--- config.mk ---
export PLATFORM = sky130hd
export DESIGN_NAME = cc_result_unpacker
export DESIGN_NICKNAME = d
export VERILOG_FILES = /design/src/rtl/cc_pkg.sv /design/src/rtl/cc_denorm_sat.sv /design/src/rtl/cc_result_unpacker.sv
export SDC_FILE = /design/constraint.sdc
export NUM_CORES = 1
export LEC_CHECK = 0
export CAP_MARGIN = 20
export CELL_PAD_IN_SITES_DETAIL_PLACEMENT = 1
export CELL_PAD_IN_SITES_GLOBAL_PLACEMENT = 1
export CORE_UTILIZATION = 41
export CTS_BUF_LIST = sky130_fd_sc_hd__clkbuf_16
export DETAILED_ROUTE_END_ITERATION = 16
export PLACE_DENSITY_LB_ADDON = 0.15
export SLEW_MARGIN = 20
export SYNTH_ARGS = -nofsm -noshare
export SYNTH_HDL_FRONTEND = slang
export SYNTH_SLANG_ARGS = --single-unit
--- constraint.sdc ---
create_clock -name clk -period 8.8 [get_ports clk]
set_input_delay 0.88 -clock clk [delete_from_list [all_inputs] [get_ports clk]]
set_output_delay 0.88 -clock clk [all_outputs]
set_load 0.005 [all_outputs]
--- src/rtl/cc_pkg.sv ---
// Shared types and constants for the code-calculator result unpacker.
// Width, option-bit and saturation definitions used by all cc_* blocks.
package cc_pkg;

    localparam int DATA_W = 4;
    localparam int NORM_W = DATA_W + 1;
    localparam int N_ELEM = 5;
    localparam int IDX_W  = 3;

    localparam int OPT_NORM = 0;
    localparam int OPT_ASC  = 1;
    localparam int OPT_REV  = 2;

    localparam int SAT_MAX = (2 ** (DATA_W - 1)) - 1;
    localparam int SAT_MIN = -(2 ** (DATA_W - 1));

    localparam logic [IDX_W-1:0] LAST_BEAT = IDX_W'(N_ELEM - 1);

    typedef enum logic {
        IDLE,
        EMIT
    } state_t;

endpackage

--- src/rtl/cc_denorm_sat.sv ---
// Adds the normalization offset back to one element and clamps the
// result into the signed DATA_W range, flagging any clamp.
module cc_denorm_sat
    import cc_pkg::*;
(
    input  logic signed [NORM_W-1:0] elem_i,
    input  logic signed [DATA_W-1:0] off_i,
    output logic signed [DATA_W-1:0] val_o,
    output logic                     sat_o
);

    logic signed [NORM_W:0] sum;

    // One guard bit above NORM_W keeps the sum exact before clamping
    always_comb begin
        sum = {elem_i[NORM_W-1], elem_i}
            + {{(NORM_W + 1 - DATA_W){off_i[DATA_W-1]}}, off_i};
        val_o = sum[DATA_W-1:0];
        sat_o = 1'b0;
        if (sum > SAT_MAX) begin
            val_o = DATA_W'(SAT_MAX);
            sat_o = 1'b1;
        end else if (sum < SAT_MIN) begin
            val_o = DATA_W'(SAT_MIN);
            sat_o = 1'b1;
        end
    end

endmodule

--- src/rtl/cc_result_unpacker.sv ---
// Captures one processed vector, restores scale, emits it beat by beat.
// Optional monotonicity check enabled by defining CC_ORDER_CHECK_EN.
module cc_result_unpacker
    import cc_pkg::*;
(
    input  logic                     clk,
    input  logic                     rst,
    input  logic                     in_valid,
    output logic                     in_ready,
    input  logic [2:0]               in_opt,
    input  logic signed [NORM_W-1:0] in_d0,
    input  logic signed [NORM_W-1:0] in_d1,
    input  logic signed [NORM_W-1:0] in_d2,
    input  logic signed [NORM_W-1:0] in_d3,
    input  logic signed [NORM_W-1:0] in_d4,
    input  logic signed [DATA_W-1:0] in_avg,
    output logic                     out_valid,
    input  logic                     out_ready,
    output logic signed [DATA_W-1:0] out_data,
    output logic [IDX_W-1:0]         out_idx,
    output logic                     out_last,
    output logic                     out_sat,
    output logic                     out_order_err
);

    state_t                   state_q;
    logic signed [NORM_W-1:0] buf_q [N_ELEM];
    logic signed [DATA_W-1:0] off_q;
    logic                     rev_q;
    logic [IDX_W-1:0]         beat_q;
    logic signed [NORM_W-1:0] in_vec [N_ELEM];
    logic [IDX_W-1:0]         sel;
    logic                     emit;
    logic                     take;
    logic signed [DATA_W-1:0] dn_val;
    logic                     dn_sat;

    // Gather the flat input ports into an indexable vector
    always_comb begin
        in_vec[0] = in_d0;
        in_vec[1] = in_d1;
        in_vec[2] = in_d2;
        in_vec[3] = in_d3;
        in_vec[4] = in_d4;
    end

    assign emit = (state_q == EMIT);
    assign take = (state_q == IDLE) && in_valid;

    // Capture in IDLE, then step one beat per accepted transfer
    always_ff @(posedge clk) begin
        if (rst) begin
            state_q <= IDLE;
            beat_q  <= '0;
            off_q   <= '0;
            rev_q   <= 1'b0;
            for (int i = 0; i < N_ELEM; i++) buf_q[i] <= '0;
        end else begin
            unique case (state_q)
                IDLE: begin
                    if (in_valid) begin
                        state_q <= EMIT;
                        beat_q  <= '0;
                        off_q   <= in_opt[OPT_NORM] ? in_avg : '0;
                        rev_q   <= in_opt[OPT_REV];
                        for (int i = 0; i < N_ELEM; i++) buf_q[i] <= in_vec[i];
                    end
                end
                EMIT: begin
                    if (out_ready) begin
                        if (beat_q == LAST_BEAT) begin
                            state_q <= IDLE;
                            beat_q  <= '0;
                        end else begin
                            beat_q <= beat_q + 1'b1;
                        end
                    end
                end
                default: state_q <= IDLE;
            endcase
        end
    end

    assign sel = rev_q ? (LAST_BEAT - beat_q) : beat_q;

    cc_denorm_sat u_denorm (
        .elem_i (buf_q[sel]),
        .off_i  (off_q),
        .val_o  (dn_val),
        .sat_o  (dn_sat)
    );

    assign in_ready  = ~emit;
    assign out_valid = emit;
    assign out_data  = emit ? dn_val : '0;
    assign out_idx   = emit ? sel : '0;
    assign out_last  = emit && (beat_q == LAST_BEAT);
    assign out_sat   = emit && dn_sat;

`ifdef CC_ORDER_CHECK_EN
    logic bad;
    logic err_q;

    // Non-strict monotonic check in the direction given by the asc bit
    always_comb begin
        bad = 1'b0;
        for (int i = 0; i < N_ELEM - 1; i++) begin
            if (in_opt[OPT_ASC] ? (in_vec[i] > in_vec[i+1])
                                : (in_vec[i] < in_vec[i+1]))
                bad = 1'b1;
        end
    end

    // Hold the verdict for every beat of the captured vector
    always_ff @(posedge clk) begin
        if (rst) err_q <= 1'b0;
        else if (take) err_q <= bad;
    end

    assign out_order_err = emit && err_q;
`else
    logic unused_asc;
    assign unused_asc    = in_opt[OPT_ASC] ^ take;
    assign out_order_err = 1'b0;
`endif

endmodule

==> Word-level counts from Yosys, hierarchy flattened <==
Memories as Yosys holds them, arrays and structs flattened.
Cells that the tools add are included.
{ "op_classes": {"n_addsub": 3, "magnitude_cmp": 2, "eq_ne": 3, "muxes": 26, "bitwise": 6, "reduce_logical": 4} }
{ "op_table": {"columns": ["cell", "n"], "rows": [
  ["$mux 5", 5],
  ["$mux 4", 4],
  ["$mux 3", 5],
  ["$mux 1", 10],
  ["$add 5x4->6", 1],
  ["$gt 6x4->1 const B", 1],
  ["$lt 6x4->1 const B", 1],
  ["$pmux 3 s2", 1],
  ["$or 1x1->1", 5],
  ["$ne 2x2->1 const B", 2],
  ["$reduce_and 2->1", 2],
  ["$add 3x1->3 const B", 1],
  ["$eq 3x3->1 const B", 1],
  ["$sub 3x3->3 const A", 1],
  ["$logic_and 1x1->1", 2],
  ["$pmux 1 s2", 1],
  ["$not 1->1", 1]
]} }
{ "word_totals": {"ff_bits": 9, "ramBits": 25, "inputBits": 36, "output_inout_bits": 12, "elab_cells": 49, "mem_count": 1} }
{ "memory_table": {"columns": ["name", "words", "width", "rd", "rd_clocked_by_memory_dff", "write_ports", "line", "rtl"], "rows": [
  ["buf_q", 5, 5, 1, 0, 5, "cc_result_unpacker.sv:27", "logic signed [NORM_W-1:0] buf_q [N_ELEM];"]
]} }

==> Logic depth before layout (Yosys ltp) <==
Gate-level depths: netlist (run 1).
An unclocked memory read counts as a cell.
{ "depth": {"depth_word": 8, "mapped_depth": 13, "mapped_depth_nobuf": 12} }

==> Cells and area by module <==
A second synthesis (run 1) with hierarchy kept.
{ "unflattened": {"hier_cells": 158, "area_unflattened_um2": 1895.6} }
{ "by_module_without_submodules": {"columns": ["mod", "n_inst", "cells_per_inst", "area_per_inst_um2", "seq_area_each_um2"], "rows": [
  ["cc_result_unpacker", 1, 122, 1600.3, 930.9],
  ["cc_denorm_sat", 1, 36, 295.3, 0.0]
]} }

==> Worst setup path after synthesis (run 1) <==
Ideal clock, no wire load.
{ "synth_path": {"kind": "register -> output", "from": "register beat_q[0]", "to": "output port out_data[0]", "arrival_time_ns": 3.058, "required_ns": 7.920, "path_slack_ns": 4.862, "path_stages_with_launch": 13, "n_path_buf": 1, "cell_sequence": "dfxtp_1 buf_2 inv_1 ha_1 mux2i_1 mux4_1 mux2_2 ha_1 a211oi_2 a21oi_2 mux2i_4 a21boi_0 o32ai_1"} }
{ "synth_between": {"elab_chain_len": 8, "word_cells_on_any_way": 9, "cone_classes": "add/sub: 2; order compare: 2; mux: 4; memory: 1"} }
{ "synth_rtl": {"columns": ["item", "line", "rtl"], "rows": [
  ["from (decl)", "cc_result_unpacker.sv:30", "logic [IDX_W-1:0] beat_q;"],
  ["from (signal assigned)", "cc_result_unpacker.sv:75", "beat_q <= beat_q + 1'b1;"],
  ["$sub 3x3->3", "cc_result_unpacker.sv:84", "assign sel = rev_q ? (LAST_BEAT - beat_q) : beat_q;"],
  ["$mux 3 (*)", "cc_result_unpacker.sv:84", null],
  ["$mem_v2 5x5 (*)", null, null],
  ["$add 5x4->6 (*)", "cc_denorm_sat.sv:17", "+ {{(NORM_W + 1 - DATA_W){off_i[DATA_W-1]}}, off_i};"],
  ["$lt 6x4->1", "cc_denorm_sat.sv:23", "end else if (sum < SAT_MIN) begin"],
  ["$mux 4", "cc_denorm_sat.sv:23", null],
  ["$mux 4 (*)", "cc_denorm_sat.sv:20", "if (sum > SAT_MAX) begin"],
  ["$mux 4 (*)", "cc_result_unpacker.sv:95", "assign out_data = emit ? dn_val : '0;"],
  ["to (decl)", "cc_result_unpacker.sv:19", "output logic signed [DATA_W-1:0] out_data,"]
]} }
Mark *: on every way between the ends. The rest lies on a longest branch, timed or not.

==> Worst setup path in the final report (run 1) <==
Same ends and word-level chain as after synthesis.

==> results.md, run 1 <==
* Total GRT Usage at 0.189
* GR Util met1 at 0.227
* Min-Delay Path Class: flop to flop
* Ports at 48
* Final Cell Area at 2490 sq um
* Final setup violating endpoints at 0
* Input/output buffers at 45
* Post-synth top cells: and2_1 (27), edfxtp_1 (25), nor2_1 (12)
* DR pass1 iterations at 4
* Power density cells at 172 nW/um^2
* Gr busiest metal: met2
* RD Place Congestion at 0.772
* Total Die Area at 4810 sq um
* Critical-path cell list: inv_1, ha_1, ha_1, mux2i_1, mux2_2, ha_1, inv_1, fa_1, o21ai_2, xor2_1, nor2_1, o32ai_1, clkdlybuf4s50_1
* Layout cells sized above 1 at 0.0945
* Routed wire length at 4130 microns
* H-tree levels at 2
* Synth Instances at 153
* DR iter-0 viols at 49
* Starting Density at 0.427
* CTS Hold Bufs at 0
* Syn Nets at 200
* Area growth from synthesis to layout at 34.1%
* Critical Path End Type: primary output
* Max Slew Vio Count at 0
* # resized after CTS at 0
* Async S/R FF share, synth at 0
* # nets final at 247
* Reg clk slew, reported paths at 50 ps
* Worst-margin pin slew at 1010 ps
* Unrepaired setup endpoints after global routing: no
* CTS Sinks at 34
* Seq/Total Area, Yosys at 0.501
* Die Wd at 69.3 microns
* Clock buffer depth at 2
* Antenna Cells at 0
* Dpl cell area at 2350 sq um
* Syn Area/Cell at 12.2 sq um
* Cell repeated most along the worst path: ha_1
* Status: finished, final reports clean
* Clock Skews at 8.55 ps
* CP startpoint kind: flop
* Proportion of synthesized area in mux cells at 0.120
* Core area at 4350 sq um
* Max-slew headroom at 0.324
* CTS tree: yes
* Fin crit share at 0.622
* Die Y at 69.3 microns
* Final Hold Fails at 0
* Arrival @ worst endpoint at 4590 ps
* Max IR drop VDD at 0.100 mV
* Number of global-route vias before repair at 1404
* Setup TNS at 0 ps
* Top Family by Delay on Critical Path: adder cells
* Initial antenna violation count at 0
* Routed vias at 1343
* Via density at 5.31
* Top cells by area, synth: edfxtp_1 (40%), dfxtp_1 (9.7%), and2_1 (9.1%)
* Static Leak at 0.982 nW
* Main combinational cell family by area after synthesis: simple AND/OR/NAND/NOR gates
* Hold_ws at 512 ps
* Setup Buffers After CTS at 0
* Count leader, synth: and2_1
* Highest net fanout along the worst path at 9
* Pin count of the biggest net entering global routing at 31
* Post-synth EDFFs at 25
* DRC violations left at 0
* Met3 usage at 0.0494
* Post-Synth Adder-Cell Area at 0.0781
* Cts bufs inserted at 5
* FMAX at 183 MHz
* # rows at 24
* Crit path max-delay cell type: mux2i_1
* Worst EP required at 7920 ps
* Synth Area in Compound Gates at 0.0956
* First-pass GRT wire length at 6890 microns
* Cell variety after synth at 40
* Main flop type after synthesis: edfxtp_1
* Synth warn at 0
* Area of the mapped netlist at 1860 sq um
* Post-DP HPWL at 3080 microns
* Xor/xnor share of the synthesized area at 0.0188
* Post-Synth Simple-Gate Area at 0.155
* Critical path type: flop to primary output
* WL per Instance at 16.3 microns
* Area fraction of the dominant cell type after synthesis at 0.404
* Final min period at 5470 ps
* Slowest stage delay, CP at 630 ps
* Synth Register Bits at 34
* Synth area leader: edfxtp_1
* # fillers at 444
* GRT overflow at 0
* Clock Root Buffer: clkbuf_16
* Pwr Total at 0.430 mW
* Antenna-violating nets left at 0
* Met2 Usage GRT at 0.323
* Max Cap Viol at 0
* Worst Path Buf+Inv at 3
* Later-pin clock latency in the skew report at 280 ps
-- kinds of logic after synthesis --
group,Yosys count
simple gates,53
flops,34
compound gates,24
mux,13
buf+inv,13
fa+ha+maj,11
xor+xnor,4
other cells,1
-- through the flow --
step	setup slack, ps	cells	util
after detailed placement	3610	245	0.540
after CTS	3290	253	0.572
after global routing	3020	253	0.572
final	3330	253	0.572
after floorplan	4860	153	-
after global placement	3830	245	0.540
-- final timing paths --
| kind | startpoint | end | slack (ps) | cells after the start |
|---|---|---|---|---|
| setup reg to reg | beat_q[0] | beat_q[2] | 6890 | 7 |
| hold / removal | off_q[0] | off_q[0] | 510 | 1 |
| setup / recovery | beat_q[0] | out_data[0] | 3330 | 13 |
| hold reg to reg | off_q[0] | off_q[0] | 510 | 1 |
-- cell usage in the layout (no fill, tap or decap), types with 4 or more instances in the layout --
cell type and instances:
and2_1 27, a21oi_1 7, ha_1 10, inv_1 9, edfxtp_1 25, mux2_2 5, clkdlybuf4s50_1 45, dfxtp_1 9
nand2_1 4, nor2_1 12, clkbuf_16 5
-- flip-flops by register name, indices dropped and copies added, names as in the netlist --
signal	count
out_valid	1
beat_q	3
rev_q	1
buf_q	25
off_q	4
-- layout make-up --
class / instances / area [sq um] / area share
flip-flops and latches: 34 / 931 / 0.373
multi-input cells: 106 / 872 / 0.350
repair buffers: 46 / 458 / 0.184
clock buffers: 5 / 125 / 0.0502
well taps: 52 / 65.1 / 0.0261
inverters: 7 / 26.3 / 0.0105
clock inverters: 3 / 15.0 / 0.00602
-- where the power goes --
part	internal, mW	switching, mW	total [mW]
Sequential	0.183	0.00463	0.188
Clock	0.103	0.0636	0.166
Combinational	0.0421	0.0333	0.0754
-- metal layers --
metal | vias up | part of all wire
met5 | - | 0
met4 | 0 | 0.019
met3 | 7 | 0.036
met2 | 36 | 0.52
met1 | 654 | 0.43
li1 | 646 | -
(Power assumes the default switching activity.)
==> run 2: changes to the inputs <==
Settings changed: CORE_UTILIZATION 41 to 34.
Clock period 8.8 ns to 4.4 ns, I/O delays scaled along.
==> results.md, run 2 (synthesis results as in run 1) <==
* Layout cells sized above 1 at 0.132 (+0.0372)
* Cts bufs inserted at 5 (unchanged)
* GRT overflow at 0 (unchanged)
* Critical path type: flop to primary output
* CTS tree: yes
* FF+latch area at 932 sq um (+0.13%)
* Reg clk slew, reported paths at 50 ps (about the same)
* Clock Root Buffer: clkbuf_16
* Sw Share at 0.225 (-0.0109)
* Die Y at 76.0 microns (+9.5%)
* DR iter-0 viols at 35 (-29%)
* Post-Layout Cell Count at 275 (+8.7%)
* Regs by FF count: buf_q: 25 flops, off_q: 4 flops, beat_q: 3 flops
* Via density at 4.83 (-9.0%)
* Register with the most flip-flops: buf_q
* Max FFs per register at 25 (unchanged)
* Multi-input gate area at 900 sq um (+3.2%)
* Routed vias at 1329 (-1.0%)
* Most frequent cells in the layout: clkdlybuf4s50_1 (45), and2_1 (27), edfxtp_1 (25), nor2_1 (12), ha_1 (10)
* Status: finished, final reports clean
* CTS Sinks at 34 (unchanged)
* Routed wire length at 3900 microns (-5.6%)
* Area growth from synthesis to layout at 38.4%
* DR pass1 iterations at 4 (unchanged)
* Dpl cell area at 2400 sq um (+1.9%)
* Number of global-route vias before repair at 1350 (-3.8%)
* Starting Density at 0.359 (-0.0676)
* Later-pin clock latency in the skew report at 270 ps (about the same)
* Antenna Cells at 0 (unchanged)
* Max Cap Viol at 0 (unchanged)
* Static Leak at 1.01 nW (+2.5%)
* Max Slew Vio Count at 0 (unchanged)
* Clock buffer depth at 2 (unchanged)
* Post-DP HPWL at 3070 microns (-0.55%)
* # rows at 26 (+8.3%)
* Sw power at 0.192 mW (+89%)
* Pin count of the biggest net entering global routing at 31 (unchanged)
* Power density cells at 331 nW/um^2 (+92%)
* Final min period at 4240 ps
* Final Hold Fails at 0 (unchanged)
* Total GRT Usage at 0.143 (-0.0461)
* Worst EP required at 3960 ps (-3960 ps)
* Comb power frac at 0.187 (+0.012)
* Critical Path End Type: primary output
* Commonest non-fill, non-tap cell in the layout: clkdlybuf4s50_1
* Input/output buffers at 45 (unchanged)
* Fin crit share at 0.963
* First-pass GRT wire length at 6290 microns (-8.7%)
* Highest net fanout along the worst path at 8 (-1)
* Max-slew headroom at 0.368 (+0.0442)
* Power share of the sequential group at 0.440 (+0.002)
* Die Wd at 76.0 microns (+9.5%)
* Pwr Total at 0.852 mW (+98%)
* Initial antenna violation count at 0 (unchanged)
* Antenna-violating nets left at 0 (unchanged)
* RD Place Congestion at 0.741 (-4.0%)
* Placed insts at 266 (+8.6%)
* Total Die Area at 5770 sq um (+20%)
* DRC violations left at 0 (unchanged)
* Worst-margin pin slew at 947 ps (-66.2 ps)
* H-tree levels at 2 (unchanged)
* Final Cell Area at 2570 sq um (+3.3%)
* Max IR drop VDD at 0.275 mV (+170%)
* Core area at 5170 sq um (+19%)
* Final setup violating endpoints at 0 (unchanged)
* FMAX at 236 MHz
* # fillers at 543 (+22%)
* Ports at 48 (unchanged)
* Clock Skews at 3.37 ps (-5.18 ps)
* Min-Delay Path Class: flop to flop
* CP startpoint kind: flop
* # nets final at 251 (+1.6%)
* Hold_ws at 490 ps (-22.2 ps)
* Clock share of power at 0.373 (-0.014)
* Arrival @ worst endpoint at 3800 ps (-790 ps)
* CTS Hold Bufs at 0 (unchanged)
* WL per Instance at 14.2 microns (-13%)
* Internal power at 0.660 mW (+100%)
==> run 2: routing by layer <==
layer  vias to the layer above  global-route usage  part of all wire
li1                        653                   -                 -
met1                       637               0.165              0.42
met2                        35               0.252              0.52
met3                         4              0.0458             0.044
met4                         0              0.0442            0.0098
met5                         -                   0                 0
==> run 2: power groups by stage <==
| stage | Clock [mW] | Combinational (mW) | Sequential (mW) |
|---|---|---|---|
| floorplan | 0 | 0.0861 | 0.377 |
| CTS | 0.328 | 0.155 | 0.375 |
| global route | 0.341 | 0.175 | 0.377 |
| global placement | 0 | 0.148 | 0.379 |
| detailed placement | 0 | 0.154 | 0.381 |
| finish | 0.318 | 0.160 | 0.374 |
==> run 2: repair_timing <==
item / CTS / global route
resized for setup: 0 / 8
buffers inserted: 0 / 1
endpoints found under the hold margin: 0 / 0
setup endpoints to repair: 0 / 5
==> run 2: critical path, cell delays in order (launching register included) <==
cell and delay [ps]:
dfxtp_1 320, inv_1 70, ha_1 320, mux2i_2 210
buf_6 170, mux4_1 270, mux2_2 300, ha_1 340
a211oi_2 280, a21oi_4 100, mux2i_4 220, buf_4 150
a21oi_1 110, o2bb2ai_1 120, clkdlybuf4s50_1 510
==> run 2: metrics by stage <==
step	setup TNS (ps)	setup WS, ps	utilization
3_5_place_dp	0	362	0.463
5_1_grt	-2.59	-2.59	0.498
4_1_cts	0	46.8	0.490
3_3_place_gp	0	477	0.463
6_report	0	164	0.498
2_1_floorplan	0	902	-
==> run 2: cell type report <==
cell class              instances  share of cell area
clock buffers                   5              0.0486
clock inverters                 3             0.00438
flip-flops and latches         34               0.362
multi-input cells             106               0.350
inverters                       7              0.0102
repair buffers                 50               0.191
well taps                      70              0.0340
==> run 2: worst paths after layout <==
| path | cells past startpoint | slack [ps] | to | start |
|---|---|---|---|---|
| setup / recovery | 14 | 160 | out_data[1] | beat_q[0] |
| hold / removal | 1 | 490 | off_q[0] | off_q[0] |
| setup reg to reg | 3 | 2540 | buf_q[4][4] | out_valid |
| hold reg to reg | 1 | 490 | off_q[0] | off_q[0] |
==> run 3: changes to the inputs <==
Settings changed: CAP_MARGIN 20 to 30, CORE_MARGIN set to 4.
==> results.md, run 3 (synthesis results as in run 1) <==
* Hold_ws at 477 ps (-12.9 ps)
* Critical-path cell list: inv_1, ha_1, mux2i_1, buf_4, mux4_1, mux2_2, ha_1, nand2_1, o21ai_2, xor2_2, nor2_1, o32ai_1, clkdlybuf4s50_1
* DR pass1 iterations at 4 (unchanged)
* Clock Skews at 5.64 ps (+2.27 ps)
* Antenna Cells at 0 (unchanged)
* Min-Delay Path Class: flop to flop
* Max Slew Vio Count at 0 (unchanged)
* WL per Instance at 15.9 microns (+12%)
* Total GRT Usage at 0.138 (-0.00540)
* First-pass GRT wire length at 6830 microns (+8.7%)
* Post-DP HPWL at 3310 microns (+8.1%)
* Reg2Reg Depth at 4 (+1)
* Initial antenna violation count at 0 (unchanged)
* Starting Density at 0.357 (-0.00225)
* Power density cells at 331 nW/um^2 (about the same)
* Die Y at 82.0 microns (+7.9%)
* # rows at 26 (unchanged)
* Arrival @ worst endpoint at 3770 ps (-30 ps)
* Final min period at 4210 ps (-28.8 ps)
* Clock Root Buffer: clkbuf_16
* Post-Layout Cell Count at 277 (+0.73%)
* Crit Reg-Reg Endpoint: buf_q[0][2]
* Layout cells sized above 1 at 0.164 (+0.0325)
* Number of global-route vias before repair at 1407 (+4.2%)
* Cts bufs inserted at 5 (unchanged)
* Pwr Total at 0.871 mW (+2.3%)
* H-tree levels at 2 (unchanged)
* CP startpoint kind: flop
* FMAX at 238 MHz (+0.69%)
* Highest net fanout along the worst path at 5 (-3)
* Core area at 5200 sq um (+0.63%)
* Commonest non-fill, non-tap cell in the layout: clkdlybuf4s50_1
* # fillers at 538 (-0.92%)
* Regs by FF count: buf_q: 25 flops, off_q: 4 flops, beat_q: 3 flops
* Final worst slack at 193 ps (+28.8 ps)
* Max FFs per register at 25 (unchanged)
* Input/output buffers at 45 (unchanged)
* Fin crit share at 0.956 (-0.00655)
* Placed insts at 266 (unchanged)
* Routed vias at 1368 (+2.9%)
* Antenna-violating nets left at 0 (unchanged)
* Max Cap Viol at 0 (unchanged)
* Final Hold Fails at 0 (unchanged)
* Reg2Reg Launch Point: out_valid
* # nets final at 253 (+0.80%)
* RD Place Congestion at 0.761 (+2.7%)
* Reg2Reg Setup Slack at 2650 ps (+110 ps)
* Later-pin clock latency in the skew report at 270 ps (about the same)
* Hold EP: off_q[0]
* Cell repeated most along the worst path: ha_1
* Pin count of the biggest net entering global routing at 31 (unchanged)
* Critical Path End Type: primary output
* Hold depth at 1 (unchanged)
* Setup TNS at 0 ps (unchanged)
* Critical path type: flop to primary output
* Hold wc startpoint: off_q[0]
* Routed wire length at 4400 microns (+13%)
* CTS Sinks at 34 (unchanged)
* Dpl cell area at 2400 sq um (unchanged)
* Worst EP required at 3960 ps (about the same)
* Final setup violating endpoints at 0 (unchanged)
* GRT overflow at 0 (unchanged)
* Via density at 4.94 (+2.2%)
* Reg clk slew, reported paths at 50 ps (about the same)
* Area growth from synthesis to layout at 41.5%
* Final Util at 0.506 (+0.00795)
* Ports at 48 (unchanged)
* Most frequent cells in the layout: clkdlybuf4s50_1 (43), and2_1 (27), edfxtp_1 (25), nor2_1 (12), ha_1 (10)
* Crit path max-delay cell type: clkdlybuf4s50_1
* Total Die Area at 6720 sq um (+16%)
* Die Wd at 82.0 microns (+7.9%)
* Pre-CTS setup slack at 312 ps (-50.2 ps)
* Clock buffer depth at 2 (unchanged)
* DRC violations left at 0 (unchanged)
* CTS Hold Bufs at 0 (unchanged)
* Max IR drop VDD at 0.200 mV (-27%)
* Final Cell Area at 2630 sq um (+2.2%)
* CTS tree: yes
* Register with the most flip-flops: buf_q
* Static Leak at 1.05 nW (+4.1%)
* DR iter-0 viols at 40 (+14%)
* Status: finished, final reports clean
* Slowest stage delay, CP at 550 ps (+40 ps)
[run 3: cell count changes in the layout (fill, tap and decap cells not counted), sizes merged]
| cell | previous run | this run |
|---|---|---|
| clkdlybuf4s50 | 45 | 43 |
| dlymetal6s2s | 0 | 2 |
| inv | 9 | 7 |
| buf | 5 | 6 |
| clkinv | 1 | 2 |
| clkinvlp | 0 | 1 |
| mux2i | 3 | 4 |
[run 3: repair_timing]
action	4_1_cts	5_1_grt
setup buffers	0	1
endpoints found under the setup margin	0	4
resized for setup	0	13
hold endpoints to repair	0	0
[run 3: worst max-delay path: cells and delay by family (launching register included)]
kind | cells | cell delay [ps]
XOR/XNOR | 1 | 280
flip-flops | 1 | 330
multiplexers | 3 | 780
AND/OR/NAND/NOR | 2 | 160
buffers and inverters | 3 | 810
adder cells (fa/ha/maj) | 2 | 690
AO/OA/AOI/OAI | 2 | 440
[run 3: report_power, final]
group | internal [mW] | switching [mW] | total [mW]
clock | 0.206 | 0.121 | 0.327
sequential | 0.367 | 0.00827 | 0.375
combinational | 0.0937 | 0.0755 | 0.169
[run 3: routing by layer]
layer / vias up / wire length [microns] / track usage
met5: - / 0 / 0
met1: 675 / 1770 / 0.152
met3: 2 / 188 / 0.0384
met4: 0 / 6 / 0.0299
li1: 661 / - / -
met2: 30 / 2440 / 0.259
[run 3: final cells by class]
type,instances,area (sq um),share of cell area
clock buffers,5,125,0.0476
clock inverters,3,16.3,0.00618
inverters,7,26.3,0.00999
multi-input cells,107,936,0.356
flip-flops and latches,34,932,0.354
well taps,70,87.6,0.0333
repair buffers,51,508,0.193
[run 3: worst max path at each step]
stage,from,end,slack [ps],cells past startpoint
finish,beat_q[0],out_data[2],190,13
global route,beat_q[0],out_data[2],-30,13
CTS,beat_q[1],out_data[0],20,13
detailed placement,beat_q[1],out_data[0],310,13
global placement,beat_q[1],out_data[2],460,14
floorplan,beat_q[0],out_data[0],900,12
==> variant (flow settings as in run 2) <==
`IDX_W`: 3 -> 4.
--- a/src/rtl/cc_pkg.sv
+++ b/src/rtl/cc_pkg.sv
@@ -6,5 +6,5 @@
     localparam int NORM_W = DATA_W + 1;
     localparam int N_ELEM = 5;
-    localparam int IDX_W  = 3;
+    localparam int IDX_W  = 4;
 
     localparam int OPT_NORM = 0;
Ports: changed (resized out_idx); port bits go from 48 to 49. The function was not compared with the original's and may differ.
==> variant against run 2 <==
- clock power up 3%
- power grew 3.3%
- first-iteration DRC count increased by 23%
- routed wire length up 12%
- non-clock buffer count decreased by 1
- via count increased by 6.7%
- area after synthesis rose by 4.3%
- setup slack improved by 95 ps
- sequential cell count grew 1
- final area is 4.1% higher
- critical path type unchanged
- critical endpoint is now out_data[2]
==> variant: results (changes against run 2) <==
- The count of inverters other than clock inverters in the layout is 8 (+1).
- The overall track demand over capacity in global routing was 15.6% (+1.3 points).
- Metal3 WL: 176 um (+1.7%)
- Critical Path Source: beat_q[1]
- The total of cells resized after clock tree synthesis came to 1 (+1).
- PortBufs: 46 (+2.2%)
- The proportion of cell area occupied by multi-input gates was 36.7% (+1.8 points).
- The worst setup timing slack at the placement stage came to 225 ps (-137 ps).
- The first-pass GRT wire length came to 7130 um (+13%).
* Global placement routability congestion: 0.752 (+1.5%)
* Combinational cell power: 0.167 mW (+4%)
* Count of vias placed by the detailed router: 1418 (+6.7%)
* Outcome: completed
- Following the worst setup path forward leads to its endpoint at out_data[2].
- The largest clock skew in the final design is 1.85 ps (-1.52 ps).
* Fraction of standard cell area that is sequential: 35.5% (-0.69 points)
- Clock buffer and inverter area fraction after layout: 5.14% (-0.16 points)
* Met2 Wirelength: 2310 um (+14%)
- The proportion of final cell area spent on non-clock buffers is 18.1% (-0.99 points).
- The finished layout cell area came to 2680 um2 (+4.1%).
* Total internal power: 0.672 mW (+1.8%)
- The depth of the worst register-to-register path came to 3 (unchanged).
- The fill cell total of the finished layout was 575 (+5.9%).
* Fraction of registers with async set/reset: 0% (unchanged)
* Iteration-0 DRC Markers: 43 (+23%)
- Global-route met1 utilization: 17.3% (+0.79 points)
- After synthesis, the most frequently instantiated cells are and2_1, edfxtp_1, nor2_1, dfxtp_1, ha_1.
* Switching component of the power: 0.208 mW (+8.5%)
* Non-clk bufs: 49 (-2.0%)
- The total number of multi-input combinational cells came to 115 (+8.5%).
- The detailed-routing wirelength on met1 was 1840 um (+11%).
* Worst r2r dst: buf_q[1][4]
- The remaining number of nets flagged by the antenna check after routing was 0 (unchanged).
* Post-Syn Nets: 209 (+4.5%)
- Layout cells sized above 1: 12.6% (-0.61 points)
* Met3 usage: 3.65% (-0.93 points)
- The standby leakage power came to 1.05 nW (+4.6%).
* Via count of the first global-routing pass: 1527 (+13%)
- Clk. pwr: 0.329 mW (+3%)
- The net count of the finished layout is 260 (+3.6%).
* Cell types occupying the most area after synthesis: edfxtp_1, dfxtp_1, and2_1, ha_1, mux4_1
- Cell count after synthesis: 163 (+6.5%)
* Highest attainable clock frequency: 241 MHz (+2.3%)
* Worst IR drop on VDD: 0.172 mV (-37%)
- The largest registers in the layout are buf_q (25), beat_q (4), off_q (4).
- CP Data Arrival Time: 3700 ps (-100 ps)
- Number of sequential cells in the layout: 35 (+2.9%)
- Maximum fanout encountered on the critical timing path: 6 (-2)
- Met2 track demand over resource in global routing: 28.9% (+3.8 points)
* Post-synthesis sequential area ratio: 49.0% (-1.0 points)
variant: critical path, cell delays in order (launching register included):
cell and delay, ps:
dfxtp_2 370, inv_1 50, ha_1 280, mux2i_1 130, buf_4 190, mux4_1 290, mux2_2 290, ha_1 200
inv_1 70, fa_1 200, nand3b_1 110, nand2_1 150, xor2_4 230, nor2_1 80, o32ai_1 240, clkdlybuf4s50_1 550
variant: cells by family after synthesis:
kind of cell	after synthesis	synth area share [%]
flops	35	49.0
compound gates	26	9.61
mux	12	11.4
other cells	1	0.193
simple gates	59	16.8
buf+inv	14	3.42
xor+xnor	6	2.71
fa+ha+maj	10	6.84
variant: worst min path at each step:
stage | to | slack [ps] | cells past startpoint
floorplan | off_q[0] | 450 | 1
global placement | off_q[0] | 460 | 1
detailed placement | off_q[0] | 490 | 1
CTS | off_q[0] | 500 | 1
global route | off_q[0] | 540 | 1
finish | off_q[0] | 490 | 1
